## src/rtl/rms_norm.sv

```systemverilog
`default_nettype none
`timescale 1ns/1ps
// ============================================================================
// Module   : rms_norm
// Purpose  : RMSNorm apply step. Computes one fixed-point reciprocal of the
//            supplied RMS with a serial restoring divider, then scales the
//            latched vector one element per cycle with a single multiplier.
// Revision : 1.0 - initial release
// ============================================================================
module rms_norm #(
  parameter int ARR_WIDTH = 8,
  parameter int FXP_N     = 16,
  parameter int FXP_FRAC  = 8
) (
  input  logic                                clk,
  input  logic                                rst_n,
  input  logic                                enable,
  input  logic                                start,
  input  logic [ARR_WIDTH-1:0][FXP_N-1:0]     input_arr,
  input  logic [FXP_N-1:0]                    rms_in,
  output logic [ARR_WIDTH-1:0][FXP_N-1:0]     norm_out,
  output logic                                busy,
  output logic                                done,
  output logic                                div_zero
);

  // Quotient bits produced by the divider: numerator is 2^(2*FXP_FRAC).
  localparam int QW = 2 * FXP_FRAC + 1;
  localparam int CW = (QW > 1) ? $clog2(QW) : 1;
  localparam int IW = (ARR_WIDTH > 1) ? $clog2(ARR_WIDTH) : 1;
  localparam int SW = QW + FXP_N;

  localparam logic [FXP_N-1:0] POS_MAX = {1'b0, {(FXP_N-1){1'b1}}};
  localparam logic [FXP_N-1:0] NEG_MIN = {1'b1, {(FXP_N-1){1'b0}}};
  localparam logic signed [2*FXP_N-1:0] P_MAX = {{(FXP_N+1){1'b0}}, {(FXP_N-1){1'b1}}};
  localparam logic signed [2*FXP_N-1:0] P_MIN = {{(FXP_N+1){1'b1}}, {(FXP_N-1){1'b0}}};

  typedef enum logic [1:0] {
    S_IDLE  = 2'd0,
    S_RECIP = 2'd1,
    S_SCALE = 2'd2,
    S_DONE  = 2'd3
  } state_t;

  state_t                            state_q;
  logic [ARR_WIDTH-1:0][FXP_N-1:0]   vec_q;
  logic [FXP_N-1:0]                  rms_q;
  logic [FXP_N:0]                    rem_q;
  logic [QW-1:0]                     quot_q;
  logic [FXP_N-1:0]                  recip_q;
  logic [CW-1:0]                     bit_cnt_q;
  logic [IW-1:0]                     idx_q;
  logic [ARR_WIDTH-1:0][FXP_N-1:0]   norm_q;
  logic                              busy_q;
  logic                              done_q;
  logic                              dz_q;

  logic                              num_bit_d;
  logic [FXP_N:0]                    rem_sh_d;
  logic                              q_bit_d;
  logic [FXP_N:0]                    rem_d;
  logic [QW-1:0]                     quot_d;
  logic [SW-1:0]                     quot_ext_d;
  logic [FXP_N-1:0]                  recip_d;
  logic signed [FXP_N-1:0]           elem_d;
  logic signed [2*FXP_N-1:0]         prod_d;
  logic signed [2*FXP_N-1:0]         shift_d;
  logic [FXP_N-1:0]                  scaled_d;
  logic                              nonpos_d;

  // Divider step and element scaling datapath, shared by the FSM below.
  always_comb begin
    // The numerator is a single 1 followed by zeros, so only the first
    // shifted-in bit is set.
    num_bit_d  = (bit_cnt_q == '0);
    rem_sh_d   = (rem_q << 1) | {{FXP_N{1'b0}}, num_bit_d};
    q_bit_d    = (rem_sh_d >= {1'b0, rms_q});
    rem_d      = q_bit_d ? (rem_sh_d - {1'b0, rms_q}) : rem_sh_d;
    quot_d     = (quot_q << 1) | {{(QW-1){1'b0}}, q_bit_d};
    quot_ext_d = SW'(quot_d);
    recip_d    = (quot_ext_d > SW'(POS_MAX)) ? POS_MAX : quot_ext_d[FXP_N-1:0];

    // Reciprocal is non-negative, so it enters the multiply zero-extended.
    elem_d   = vec_q[idx_q];
    prod_d   = (2*FXP_N)'(elem_d) * (2*FXP_N)'($signed({1'b0, recip_q}));
    shift_d  = prod_d >>> FXP_FRAC;
    if (shift_d > P_MAX) begin
      scaled_d = POS_MAX;
    end else if (shift_d < P_MIN) begin
      scaled_d = NEG_MIN;
    end else begin
      scaled_d = shift_d[FXP_N-1:0];
    end

    nonpos_d = rms_in[FXP_N-1] | (rms_in == '0);
  end

  // Control FSM with registered outputs; every update is gated by enable.
  always_ff @(posedge clk or negedge rst_n) begin
    if (!rst_n) begin
      state_q   <= S_IDLE;
      vec_q     <= '0;
      rms_q     <= '0;
      rem_q     <= '0;
      quot_q    <= '0;
      recip_q   <= '0;
      bit_cnt_q <= '0;
      idx_q     <= '0;
      norm_q    <= '0;
      busy_q    <= 1'b0;
      done_q    <= 1'b0;
      dz_q      <= 1'b0;
    end else if (enable) begin
      case (state_q)
        S_IDLE: begin
          if (start) begin
            vec_q     <= input_arr;
            rms_q     <= rms_in;
            rem_q     <= '0;
            quot_q    <= '0;
            bit_cnt_q <= '0;
            idx_q     <= '0;
            busy_q    <= 1'b1;
            if (nonpos_d) begin
              // No valid reciprocal: report it and publish an all-zero vector.
              dz_q    <= 1'b1;
              norm_q  <= '0;
              state_q <= S_DONE;
            end else begin
              dz_q    <= 1'b0;
              state_q <= S_RECIP;
            end
          end
        end
        S_RECIP: begin
          rem_q  <= rem_d;
          quot_q <= quot_d;
          if (bit_cnt_q == CW'(QW - 1)) begin
            recip_q <= recip_d;
            idx_q   <= '0;
            state_q <= S_SCALE;
          end else begin
            bit_cnt_q <= bit_cnt_q + 1'b1;
          end
        end
        S_SCALE: begin
          norm_q[idx_q] <= scaled_d;
          if (idx_q == IW'(ARR_WIDTH - 1)) begin
            done_q  <= 1'b1;
            state_q <= S_DONE;
          end else begin
            idx_q <= idx_q + 1'b1;
          end
        end
        S_DONE: begin
          // The zero path arrives here with done low and raises it one
          // enabled edge later; the pulse always lasts one enabled cycle.
          if (done_q) begin
            done_q  <= 1'b0;
            busy_q  <= 1'b0;
            state_q <= S_IDLE;
          end else begin
            done_q <= 1'b1;
          end
        end
        default: begin
          state_q <= S_IDLE;
        end
      endcase
    end
  end

  assign norm_out = norm_q;
  assign busy     = busy_q;
  assign done     = done_q;
  assign div_zero = dz_q;

endmodule
`default_nettype wire

```

## config.mk

```make
export PLATFORM = sky130hd
export DESIGN_NAME = rms_norm
export DESIGN_NICKNAME = d
export VERILOG_FILES = /design/src/rtl/rms_norm.sv
export SDC_FILE = /design/constraint.sdc
export NUM_CORES = 1
export LEC_CHECK = 0
export CAP_MARGIN = 10
export CORE_MARGIN = 2
export CORE_UTILIZATION = 50
export CTS_CLUSTER_DIAMETER = 50
export DETAILED_ROUTE_END_ITERATION = 6
export DONT_BUFFER_PORTS = 1
export SLEW_MARGIN = 20
export SYNTH_ARGS = -nofsm -noshare
export SYNTH_HDL_FRONTEND = slang
export SYNTH_SLANG_ARGS = --single-unit
```

## constraint.sdc

```tcl
create_clock -name clk -period 25.2 [get_ports clk]
set_clock_uncertainty 0.2 [all_clocks]
set_input_delay 5.04 -clock clk [delete_from_list [all_inputs] [get_ports clk]]
set_output_delay 5.04 -clock clk [all_outputs]
set_load 0.02 [all_outputs]
```

# After elaboration in Yosys (flattened, before gate mapping)
# Index checks and enable logic that the tools add are counted.
# op_classes
reduce_logical	18
mul	1
add_sub_neg	3
bitwise_logic	3
magnitude_cmp	6
n_mux	35
n_eq_ne	12
# op_table
operator	count
128-bit 2-to-1 mux	2
128-bit one-hot mux with 2 select lines	1
128-bit bitwise mux	1
16-bit 2-to-1 mux	7
16-bit one-hot mux with 2 select lines	2
16-bit binary-select mux with 3-bit select	1
16-bit demux with 3-bit select	1
17-bit by 1-bit OR with 17-bit output	2
16-bit by 17-bit multiplier with 32-bit output	1
24-bit by 16-bit > comparator with 1-bit output, second input constant	1
24-bit by 16-bit less-than comparator with 1-bit output, second input constant	1
17-bit by 16-bit >= comparator with 1-bit output	1
17-bit by 15-bit > comparator with 1-bit output, second input constant	1
16-bit logical NOT	1
16-bit subtractor	1
2-bit inequality test, second input constant	7
3-bit AND reduction	4
4-bit AND reduction	3
2-bit 2-to-1 mux	5
5-bit 2-to-1 mux	2
5-bit one-hot mux with 2 select lines	1
5-bit AND reduction	2
3-bit 2-to-1 mux	3
3-bit one-hot mux with 3 select lines	1
17 further kinds	26
# word_totals
inputBits	148
wordCells	104
ff_bits	333
output_inout_bits	131

# Longest topological paths before layout
# Gate-level depths: netlist of run 1.
# logic_depth
depth_word	8
depth_mapped	34
mapped_depth_nobuf	29

# Worst setup path before layout of run 1
# Ideal clock, no wire load.
# synth_path
kind	register to register
start	register idx_q[0]
end	register norm_q (netlist bit norm_out[0])
setup_ns	0.121
setup_slack_ns	16.445
t_required_ns	24.879
path_stages_with_launch	32
arrival_ns	8.434
path_cell_list	dfrtp_1 > buf_6 > clkbuf_1 > nor3_1 > clkbuf_1 > a22oi_1 > nand4_1 > clkbuf_1 > nand2_1 > fa_1 > inv_1 > fa_1 > fa_1 > fa_1 > fa_1 > inv_1 > fa_1 > inv_1 > ha_1 > clkbuf_1 > a21oi_1 > o211ai_1 > o211ai_1 > nand2_1 > a31o_2 > a22o_1 > or3_1 > a2111oi_0 > a41o_1 > buf_2 > nand2_1 > a22o_1
# synth_via
elab_chain_cells	8
# synth_lines
item	line	source
start, declared	52	logic [IW-1:0] idx_q;
start signal, assigned	152	idx_q <= idx_q + 1'b1;
16-bit binary-select mux with 3-bit select	84	elem_d = vec_q[idx_q];
16-bit 2-to-1 mux (not written as such)	84	
16-bit by 17-bit multiplier with 32-bit output	85	prod_d = (2*FXP_N)'(elem_d) * (2*FXP_N)'($signed({1'b0, recip_q}));
24-bit by 16-bit less-than comparator with 1-bit output	89	end else if (shift_d < P_MIN) begin
16-bit 2-to-1 mux	89	
16-bit 2-to-1 mux	87	if (shift_d > P_MAX) begin
128-bit bitwise mux (*)	147	norm_q[idx_q] <= scaled_d;
128-bit one-hot mux with 2 select lines (*)	114	case (state_q)
end signal, assigned by index	147	
end, declared	53	logic [ARR_WIDTH-1:0][FXP_N-1:0] norm_q;
# Mark *: on every way between the ends. The rest lies on a longest branch, timed or not. The select of a mux whose other input is x is not followed.
# A chain may end at the register's enable or synchronous reset.

# Final worst setup path of run 1
# layout_path
start	register idx_q[1]
end	register norm_q (netlist bit norm_out[82])
# The elaborated chain is that of the path after synthesis.

==> results.ini, run 1 <==
[power_and_ir_drop]
total_leakage_power_nw=12.5
ir_drop_mv=0.0711
powerDensity_mw_per_mm2=110
finalPower_mw=2.73

[floorplanning]
coreArea_mm2=0.0455
fp.dieW_um=219
die_h_um=219
rows=78
initial_core_util_pct=50.7
dieArea_mm2=0.0479
ios=279

[routing]
num_vias=17100
avgRoutedWirePerCell_um=21.2
drc=0
dr.pass1.iters=5
vias_per_cell=5.74
ant_nets=0
wl_um=63100
drtIter0Drc=1211

[cells_and_area]
fillers=4166
synthToLayoutAreaGrowth_pct=7.13
final_area_mm2=0.0247
multiInputGateArea_mm2=0.0132
regArea_mm2=0.00833
final_common_cell=nand2_1
fin_nets=2820
final_cell_mix=nand2_1 (588), dfrtp_1 (333), inv_1 (287), fa_1 (194)
drive_gt1_share_pct=5.15

[placed_design]
portBuffers=0
gp_congestion=0.855
dp_hpwl_um=46300
place_area_mm2=0.0235
pre_cts_slack_ns=15.00

[global_routing]
grt_pass1_wl_um=99500
grt_util_all_layers_pct=27.0
grt_pass1_vias=17400
grt_overflow=0
antenna_found_initial=4
grt_max_degree=334

[logic_synthesis]
synth_area_leaders=dfrtp_1 (36%), fa_1 (17%), nand2_1 (9.6%), ha_1 (7.5%), a22o_1 (5.2%)
synth_area_per_cell_um2=9.60
synth-edff-count=0
ys.flop_type=dfrtp_1
syn_area_mm2=0.0231
synthArstFlopShare_pct=100
yosysWarningCount=0
synth_cell_types=76
synth_area_leader_cell=dfrtp_1
synth_seq_cells=333
yosysSeqAreaShare_pct=36.1
syn_inst=2404
synth_nets=2884
post-synth-top-area-fraction_pct=36.1

[sta]
hold_violations=0
setup_ws_ns=14.82
fmaxAchievable_mhz=96.3
slew_headroom_pct=28.4
fin_setup_tns_ns=0
finalSetupViolCount=0
final.min_clock_period_ns=10.38
hold_ws_ns=0.271
slew_viol_final=0
rsz0062_at_grt=false
finalCritPeriodShare_pct=41.2
worst_slew_pin_slew_ns=1.07

[critical_path]
cp-end-kind=flip-flop
slowest_stage=nand4_1
cpPeakStageDelay_ns=0.73
crit_top_cell=fa_1
crit_arrival_ns=10.61
critPathKind=flip-flop to flip-flop
cp_data_required_time_ns=25.43
crit_family=adder cells
setup.worst_path.start_class=flip-flop
crit_fanout=17
path_buf_inv=5

[clock_network]
hold_buffers=0
cts_resized=0
h-tree-depth=2
cts.clk_slew.worst_paths_ns=0.06
cts_sinks=333
cts_max_path_buffers=3
cts_setup_buffers=0
numCtsBuffers=38
clk_latency_ns=0.56
cts_tree=built
clockRootBuffer=clkbuf_16

[run]
maxCapViolCount=0

[run_status]
status=completed

[hold_path]
hold_path.class=flip-flop to flip-flop

-- where the power goes --
part,switching [mW],total (mW),internal [mW]
Combinational,0.910,1.34,0.434
Clock,0.221,0.538,0.317
Sequential,0.159,0.845,0.686
Total,1.29,2.73,1.44
-- metal layers --
metal	vias up	part of all wire, %	track usage (%)
met2	651	46	43.2
met5	-	0.013	0
met4	2	3.0	8.83
met3	106	7.2	5.17
li1	7742	-	-
met1	8549	43	37.2
-- Yosys cell counts, types with 3 or more instances --
| cell | number |
|---|---|
| o21ai_0 | 57 |
| and3_1 | 9 |
| o31ai_1 | 4 |
| mux2_2 | 5 |
| a31o_2 | 4 |
| xnor2_1 | 25 |
| a21oi_1 | 32 |
| o21a_1 | 5 |
| a22o_1 | 138 |
| fa_1 | 194 |
| o211ai_1 | 6 |
| a21o_1 | 21 |
| nor3_1 | 14 |
| nor2_4 | 5 |
| nor2_1 | 41 |
| ha_1 | 138 |
| o21bai_1 | 3 |
| inv_1 | 287 |
| nor2b_1 | 51 |
| nand3_1 | 17 |
| clkbuf_1 | 106 |
| mux2i_1 | 18 |
| nor4_1 | 4 |
| nand2_1 | 588 |
| a221oi_1 | 5 |
| or2_2 | 9 |
| o22a_1 | 15 |
| or3_1 | 6 |
| a21boi_0 | 4 |
| a22oi_1 | 54 |
| nor3_4 | 3 |
| buf_6 | 4 |
| and4_1 | 4 |
| nand2b_1 | 13 |
| dfrtp_1 | 333 |
| o22ai_1 | 6 |
| a32o_1 | 5 |
| xor2_1 | 10 |
| buf_1 | 4 |
| buf_4 | 6 |
| and2_1 | 84 |
| o21ai_1 | 10 |
| nand4_1 | 19 |
-- sequential cells by signal (all words and copies together) (netlist names) --
| signal | flops |
|---|---|
| bit_cnt_q | 5 |
| busy | 1 |
| div_zero | 1 |
| done | 1 |
| idx_q | 3 |
| norm_out | 128 |
| quot_q | 16 |
| recip_q | 16 |
| rem_q | 16 |
| rms_q | 16 |
| state_q | 2 |
| vec_q | 128 |
-- final timing paths --
check                          start            to  slack [ns]  cells after the start
max                         idx_q[1]  norm_out[82]       14.82                     28
min                        vec_q[80]     vec_q[80]        0.27                      2
max reg2reg                 idx_q[1]  norm_out[82]       14.82                     28
min reg2reg                vec_q[80]     vec_q[80]        0.27                      2
max in group asynchronous      rst_n    recip_q[7]       20.27                      0
min in group asynchronous      rst_n     vec_q[63]        3.98                      0
-- cells by family after synthesis --
group           count (synthesis)  synth area share, %
xor+xnor                       35                 1.33
buf+inv                       409                 6.89
simple gates                  881                 17.4
compound gates                388                 12.7
flops                         333                 36.1
fa+ha+maj                     332                 24.3
mux                            26                 1.29
-- layout make-up --
class / instances / share of cell area, %
Multi-Input combinational cell: 1662 / 53.3
Sequential cell: 333 / 33.7
Clock buffer: 56 / 4.65
Inverter: 288 / 4.37
Tap cell: 600 / 3.04
Timing Repair Buffer: 17 / 0.516
Clock inverter: 12 / 0.339
Antenna cell: 3 / 0.0304
-- worst reg2reg max path, delay by kind of cell (launching register included) --
kind	cells	cell delay, ns
adder cells (fa/ha/maj)	7	3.43
AO/OA/AOI/OAI	9	2.88
AND/OR/NAND/NOR	7	2.61
flip-flops	1	0.68
buffers and inverters	5	0.42
-- through the flow --
step | utilization, % | instances
after global placement | 51.6 | 2900
final | 54.4 | 2971
after global routing | 54.4 | 2971
after detailed placement | 51.6 | 2900
after CTS | 54.3 | 2968
after floorplan | - | 2404
(Power assumes the default switching activity.)
==> run 2, diff against run 1 <==
- clock period: 25.2 -> 9.7 ns (I/O delays scaled with it)
==> results.ini, run 2 (synthesis gave the netlist of run 1 again) <==
[sta]
hold_ws_ns=0.274  ; was 0.271 ns
setup_ws_ns=0.485  ; was 14.82 ns
fmaxAchievable_mhz=109  ; was 96.3 MHz
hold_violations=0  ; unchanged
finalSetupViolCount=0  ; unchanged
rsz0062_at_grt=true  ; was false
slew_headroom_pct=30.6  ; was 28.4%
finalCritPeriodShare_pct=95.0  ; was 41.2%
slew_viol_final=0  ; unchanged
final.min_clock_period_ns=9.22  ; was 10.38 ns
worst_slew_pin_slew_ns=1.03  ; was 1.07 ns

[critical_path]
r2r_cells=29  ; was 28
cp-startpoint=idx_q[2]  ; was idx_q[1]
r2r-end=norm_out[56]  ; was norm_out[82]
critPathKind=flip-flop to flip-flop  ; unchanged
cp-end-kind=flip-flop  ; unchanged
r2r_slack_ns=0.48  ; was 14.82 ns
cp-endpoint=norm_out[56]  ; was norm_out[82]
crit_top_cell=fa_1  ; unchanged
cpPeakStageDelay_ns=0.57  ; was 0.73 ns
crit_arrival_ns=9.44  ; was 10.61 ns
crit_fanout=15  ; was 17
slowest_stage=nand4_1  ; unchanged
reg2reg_from=idx_q[2]  ; was idx_q[1]
cp_data_required_time_ns=9.93  ; was 25.43 ns
setup.worst_path.start_class=flip-flop  ; unchanged

[placed_design]
pre_cts_slack_ns=0.243  ; was 15.00 ns
portBuffers=0  ; unchanged
gp_congestion=0.875  ; was 0.855
placed_cells_incl_taps=2933  ; was 2,900
dp_hpwl_um=46800  ; was 46,300 um

[global_routing]
grt_pass1_vias=17600  ; was 17,400
grt_overflow=0  ; unchanged
grt_max_degree=334  ; unchanged
antenna_found_initial=0  ; was 4
grt_util_all_layers_pct=26.6  ; was 27.0%
grt_pass1_wl_um=99200  ; was 99,500 um

[clock_network]
cts_max_path_buffers=3  ; unchanged
cts_sinks=333  ; unchanged
h-tree-depth=2  ; unchanged
cts.clk_slew.worst_paths_ns=0.06  ; about the same
numCtsBuffers=40  ; was 38
hold_buffers=0  ; unchanged
cts_tree=built  ; unchanged
clockRootBuffer=clkbuf_16  ; unchanged
clk_latency_ns=0.55  ; was 0.56 ns

[cells_and_area]
instances_no_fill=3005  ; was 2,971
post-route-util_pct=55.4  ; was 54.4%
drive_gt1_share_pct=6.82  ; was 5.15%
synthToLayoutAreaGrowth_pct=9.20  ; was 7.13%
final_common_cell=nand2_1  ; unchanged
final_cell_mix=nand2_1 (587), dfrtp_1 (332), inv_1 (287), fa_1 (194)  ; was nand2_1 (588), dfrtp_1 (333), inv_1 (287), fa_1 (194)
n_antenna_cell=0  ; was 3
fin_nets=2856  ; was 2,820

[power_and_ir_drop]
p_clk_share_pct=21.5  ; was 19.7%
powerDensity_mw_per_mm2=295  ; was 110 mW/mm2
power_frac_comb_pct=48.6  ; was 49.3%
seq_power_share_pct=29.8  ; was 31.0%
p_int_mw=4.03  ; was 1.44 mW
ir_drop_mv=0.204  ; was 0.0711 mV
p_switching_mw=3.40  ; was 1.29 mW
finalPower_mw=7.43  ; was 2.73 mW
sw_frac_of_total_pct=45.8  ; was 47.3%
total_leakage_power_nw=12.8  ; was 12.5 nW

[routing]
wl_um=62200  ; was 63,100 um
ant_nets=0  ; unchanged
num_vias=17100  ; about the same
avgRoutedWirePerCell_um=20.7  ; was 21.2 um
drc=0  ; unchanged
dr.pass1.iters=5  ; unchanged
vias_per_cell=5.69  ; was 5.74
drtIter0Drc=1280  ; was 1,211

[floorplanning]
rows=78  ; unchanged
die_h_um=219  ; unchanged
coreArea_mm2=0.0455  ; unchanged
dieArea_mm2=0.0479  ; unchanged
fp.dieW_um=219  ; unchanged
initial_core_util_pct=50.7  ; unchanged
ios=279  ; unchanged

[run_status]
status=completed  ; unchanged

[run]
maxCapViolCount=0  ; unchanged

[hold_path]
hold_path.class=flip-flop to flip-flop  ; unchanged

==> run 2: cell count changes in the layout (fill, tap and decap cells not counted), moves of 2 or more <==
cell | previous run | this run
buf_4 | 17 | 49
clkinv_2 | 8 | 2
bufinv_16 | 0 | 5
clkbuf_8 | 11 | 7
clkbuf_16 | 39 | 42
clkinv_8 | 0 | 3
diode_2 | 3 | 0
and2_1 | 84 | 82
and2_2 | 0 | 2
buf_12 | 0 | 2
==> run 2: routing by layer <==
layer,wire length [um],global-route usage [%],up-vias
li1,-,-,7807
met1,27300,36.5,8655
met2,29300,43.4,528
met3,3530,4.01,117
met4,2110,9.28,0
met5,0,0,-
==> run 2: metrics by stage <==
step | instance area (um2) | setup TNS, ns
2_1_floorplan | 23100 | 0
3_3_place_gp | 23700 | 0
3_5_place_dp | 23700 | 0
4_1_cts | 25200 | 0
5_1_grt | 25200 | -0.0931
6_report | 25200 | 0
==> run 2: how the worst min path moves through the flow <==
stage / startpoint / slack, ns / cells after the start / endpoint
global route: vec_q[123] / 0.29 / 2 / vec_q[123]
CTS: vec_q[10] / 0.28 / 2 / vec_q[10]
floorplan: vec_q[127] / 0.24 / 2 / vec_q[127]
detailed placement: vec_q[123] / 0.26 / 2 / vec_q[123]
global placement: vec_q[48] / 0.26 / 2 / vec_q[48]
finish: vec_q[123] / 0.27 / 2 / vec_q[123]
==> run 2: timing repair <==
action	in CTS	in global routing
setup buffers	0	1
resized for setup	0	5
setup endpoints to repair	0	120
==> run 2: critical path, delay by kind of cell, from the launching register on <==
family / cells / cell delay [ns]
buffers and inverters: 6 / 0.93
AND/OR/NAND/NOR: 8 / 1.99
adder cells (fa/ha/maj): 7 / 3.38
flip-flops: 1 / 0.42
AO/OA/AOI/OAI: 8 / 2.12
==> run 2: power by group through the flow <==
stage / Combinational (mW) / Sequential (mW) / Clock (mW)
global placement: 3.53 / 2.23 / 0
floorplan: 2.52 / 2.06 / 0
CTS: 3.62 / 2.21 / 1.63
global route: 4.06 / 2.25 / 1.68
detailed placement: 3.58 / 2.23 / 0
finish: 3.61 / 2.21 / 1.60
==> run 2: cell type report <==
class                   instances  area [um2]
clock inverters                16         262
clock buffers                  55        1170
multi-input cells            1662       13200
fillers                      4112       20300
inverters                     288        1080
flip-flops and latches        333        8330
repair buffers                 51         408
well taps                     600         751
==> run 3, diff against run 2 <==
- clock period: 9.7 -> 9.1 ns (I/O delays scaled with it)
==> results.ini, run 3 (synthesis gave the netlist of run 1 again) <==
[global_routing]
grt_overflow=0  ; unchanged
grt_pass1_wl_um=99000  ; was 99,200 um
grt_max_degree=334  ; unchanged
grt_util_all_layers_pct=26.7  ; was 26.6%
grt_pass1_vias=17800  ; was 17,600
antenna_found_initial=0  ; unchanged

[cells_and_area]
final_common_cell=nand2_1  ; unchanged
synthToLayoutAreaGrowth_pct=10.1  ; was 9.20%
final_cell_mix=nand2_1 (572), dfrtp_1 (330), inv_1 (287), fa_1 (194)  ; was nand2_1 (587), dfrtp_1 (332), inv_1 (287), fa_1 (194)
fillers=4130  ; was 4,112
n_antenna_cell=0  ; unchanged
post-route-util_pct=55.9  ; was 55.4%
final_area_mm2=0.0254  ; was 0.0252 mm2
fin_nets=2872  ; was 2,856
drive_gt1_share_pct=8.71  ; was 6.82%

[floorplanning]
die_h_um=219  ; unchanged
rows=78  ; unchanged
initial_core_util_pct=50.7  ; unchanged
ios=279  ; unchanged
dieArea_mm2=0.0479  ; unchanged
coreArea_mm2=0.0455  ; unchanged
fp.dieW_um=219  ; unchanged

[routing]
wl_um=62400  ; was 62,200 um
vias_per_cell=5.69  ; about the same
drc=0  ; unchanged
ant_nets=0  ; unchanged
num_vias=17200  ; was 17,100
avgRoutedWirePerCell_um=20.6  ; was 20.7 um
dr.pass1.iters=5  ; unchanged
drtIter0Drc=1322  ; was 1,280

[clock_network]
cts.clk_slew.worst_paths_ns=0.06  ; about the same
cts_max_path_buffers=3  ; unchanged
numCtsBuffers=39  ; was 40
cts_sinks=333  ; unchanged
clk_latency_ns=0.56  ; was 0.55 ns
clockRootBuffer=clkbuf_16  ; unchanged
h-tree-depth=2  ; unchanged
hold_buffers=0  ; unchanged
cts_tree=built  ; unchanged

[run]
maxCapViolCount=0  ; unchanged

[critical_path]
reg2reg_from=idx_q[1]  ; was idx_q[2]
crit_fanout=16  ; was 15
crit_top_cell=fa_1  ; unchanged
crit_arrival_ns=8.97  ; was 9.44 ns
r2r-end=norm_out[60]  ; was norm_out[56]
cp-startpoint=idx_q[1]  ; was idx_q[2]
r2r_slack_ns=0.35  ; was 0.48 ns
cp-end-kind=flip-flop  ; unchanged
cp-endpoint=norm_out[60]  ; was norm_out[56]
r2r_cells=29  ; unchanged
cpPeakStageDelay_ns=0.55  ; was 0.57 ns
cp_data_required_time_ns=9.32  ; was 9.93 ns
setup.worst_path.start_class=flip-flop  ; unchanged
slowest_stage=fa_1  ; was nand4_1
critPathKind=flip-flop to flip-flop  ; unchanged

[sta]
hold_violations=0  ; unchanged
fmaxAchievable_mhz=114  ; was 109 MHz
worst_slew_pin_slew_ns=1.03  ; about the same
rsz0062_at_grt=true  ; unchanged
slew_headroom_pct=30.5  ; was 30.6%
fin_setup_tns_ns=0  ; unchanged
final.min_clock_period_ns=8.75  ; was 9.22 ns
finalCritPeriodShare_pct=96.1  ; was 95.0%
finalSetupViolCount=0  ; unchanged
setup_ws_ns=0.352  ; was 0.485 ns
slew_viol_final=0  ; unchanged

[power_and_ir_drop]
ir_drop_mv=0.252  ; was 0.204 mV
total_leakage_power_nw=12.9  ; was 12.8 nW
powerDensity_mw_per_mm2=312  ; was 295 mW/mm2

[placed_design]
place_area_mm2=0.0239  ; was 0.0237 mm2
portBuffers=0  ; unchanged
gp_congestion=0.902  ; was 0.875
dp_hpwl_um=46900  ; was 46,800 um
pre_cts_slack_ns=-0.211  ; was 0.243 ns

[hold_path]
hold_path.class=flip-flop to flip-flop  ; unchanged

[run_status]
status=completed  ; unchanged

[run 3: cell types whose count changed in the layout (fill, tap and decap cells not counted), moves of 3 or more]
cell       change
nand2_4        +4
buf_4          +6
clkbuf_1       -3
clkinv_2       +6
nand2_1       -15
clkbuf_8       +4
buf_6          +9
nand2_2       +11
bufinv_16      -3
[run 3: worst min-delay path by stage]
stage / start / end / slack [ns] / depth (start not counted)
detailed placement: vec_q[121] / vec_q[121] / 0.26 / 2
floorplan: vec_q[127] / vec_q[127] / 0.24 / 2
global placement: vec_q[67] / vec_q[67] / 0.26 / 2
CTS: vec_q[121] / vec_q[121] / 0.28 / 2
finish: vec_q[62] / vec_q[62] / 0.27 / 2
global route: vec_q[45] / vec_q[45] / 0.30 / 2
[run 3: power by group]
part | switching [mW] | internal, mW | total (mW)
combinational | 2.57 | 1.39 | 3.97
clock | 0.643 | 0.962 | 1.60
sequential | 0.445 | 1.90 | 2.35
total | 3.66 | 4.26 | 7.92
[run 3: area by class of cell]
type / count / area [um2] / share of cell area, %
well taps: 600 / 751 / 2.96
clock buffers: 54 / 1160 / 4.58
inverters: 288 / 1080 / 4.26
clock inverters: 18 / 181 / 0.714
multi-input cells: 1662 / 13300 / 52.3
repair buffers: 68 / 594 / 2.34
flip-flops and latches: 333 / 8340 / 32.8
[run 3: through the flow]
step / cells / hold WS, ns / power (mW)
final: 3023 / 0.273 / 7.92
after global routing: 3023 / 0.299 / 8.52
after CTS: 3018 / 0.277 / 7.85
after detailed placement: 2946 / 0.263 / 6.20
after global placement: 2946 / 0.259 / 6.14
after floorplan: 2404 / 0.240 / 4.89
[run 3: critical path, delay by kind of cell (launching register included)]
family / cells / cell delay, ns
AO/OA/AOI/OAI: 7 / 1.84
buffers and inverters: 7 / 1.11
AND/OR/NAND/NOR: 8 / 1.47
adder cells (fa/ha/maj): 7 / 3.47
flip-flops: 1 / 0.47
[run 3: routing by layer]
metal | track usage, % | part of all wire [%] | up-vias
met4 | 8.85 | 2.8 | 0
met2 | 43.1 | 48 | 556
li1 | - | - | 7831
met5 | 0 | 0 | -
met1 | 36.8 | 43 | 8715
met3 | 4.38 | 6.1 | 100
[run 3: repair_timing]
item	in CTS	in global routing
endpoints found under the setup margin	120	120
pin swaps	0	3
buffers inserted	0	5
gates resized for setup	4	44
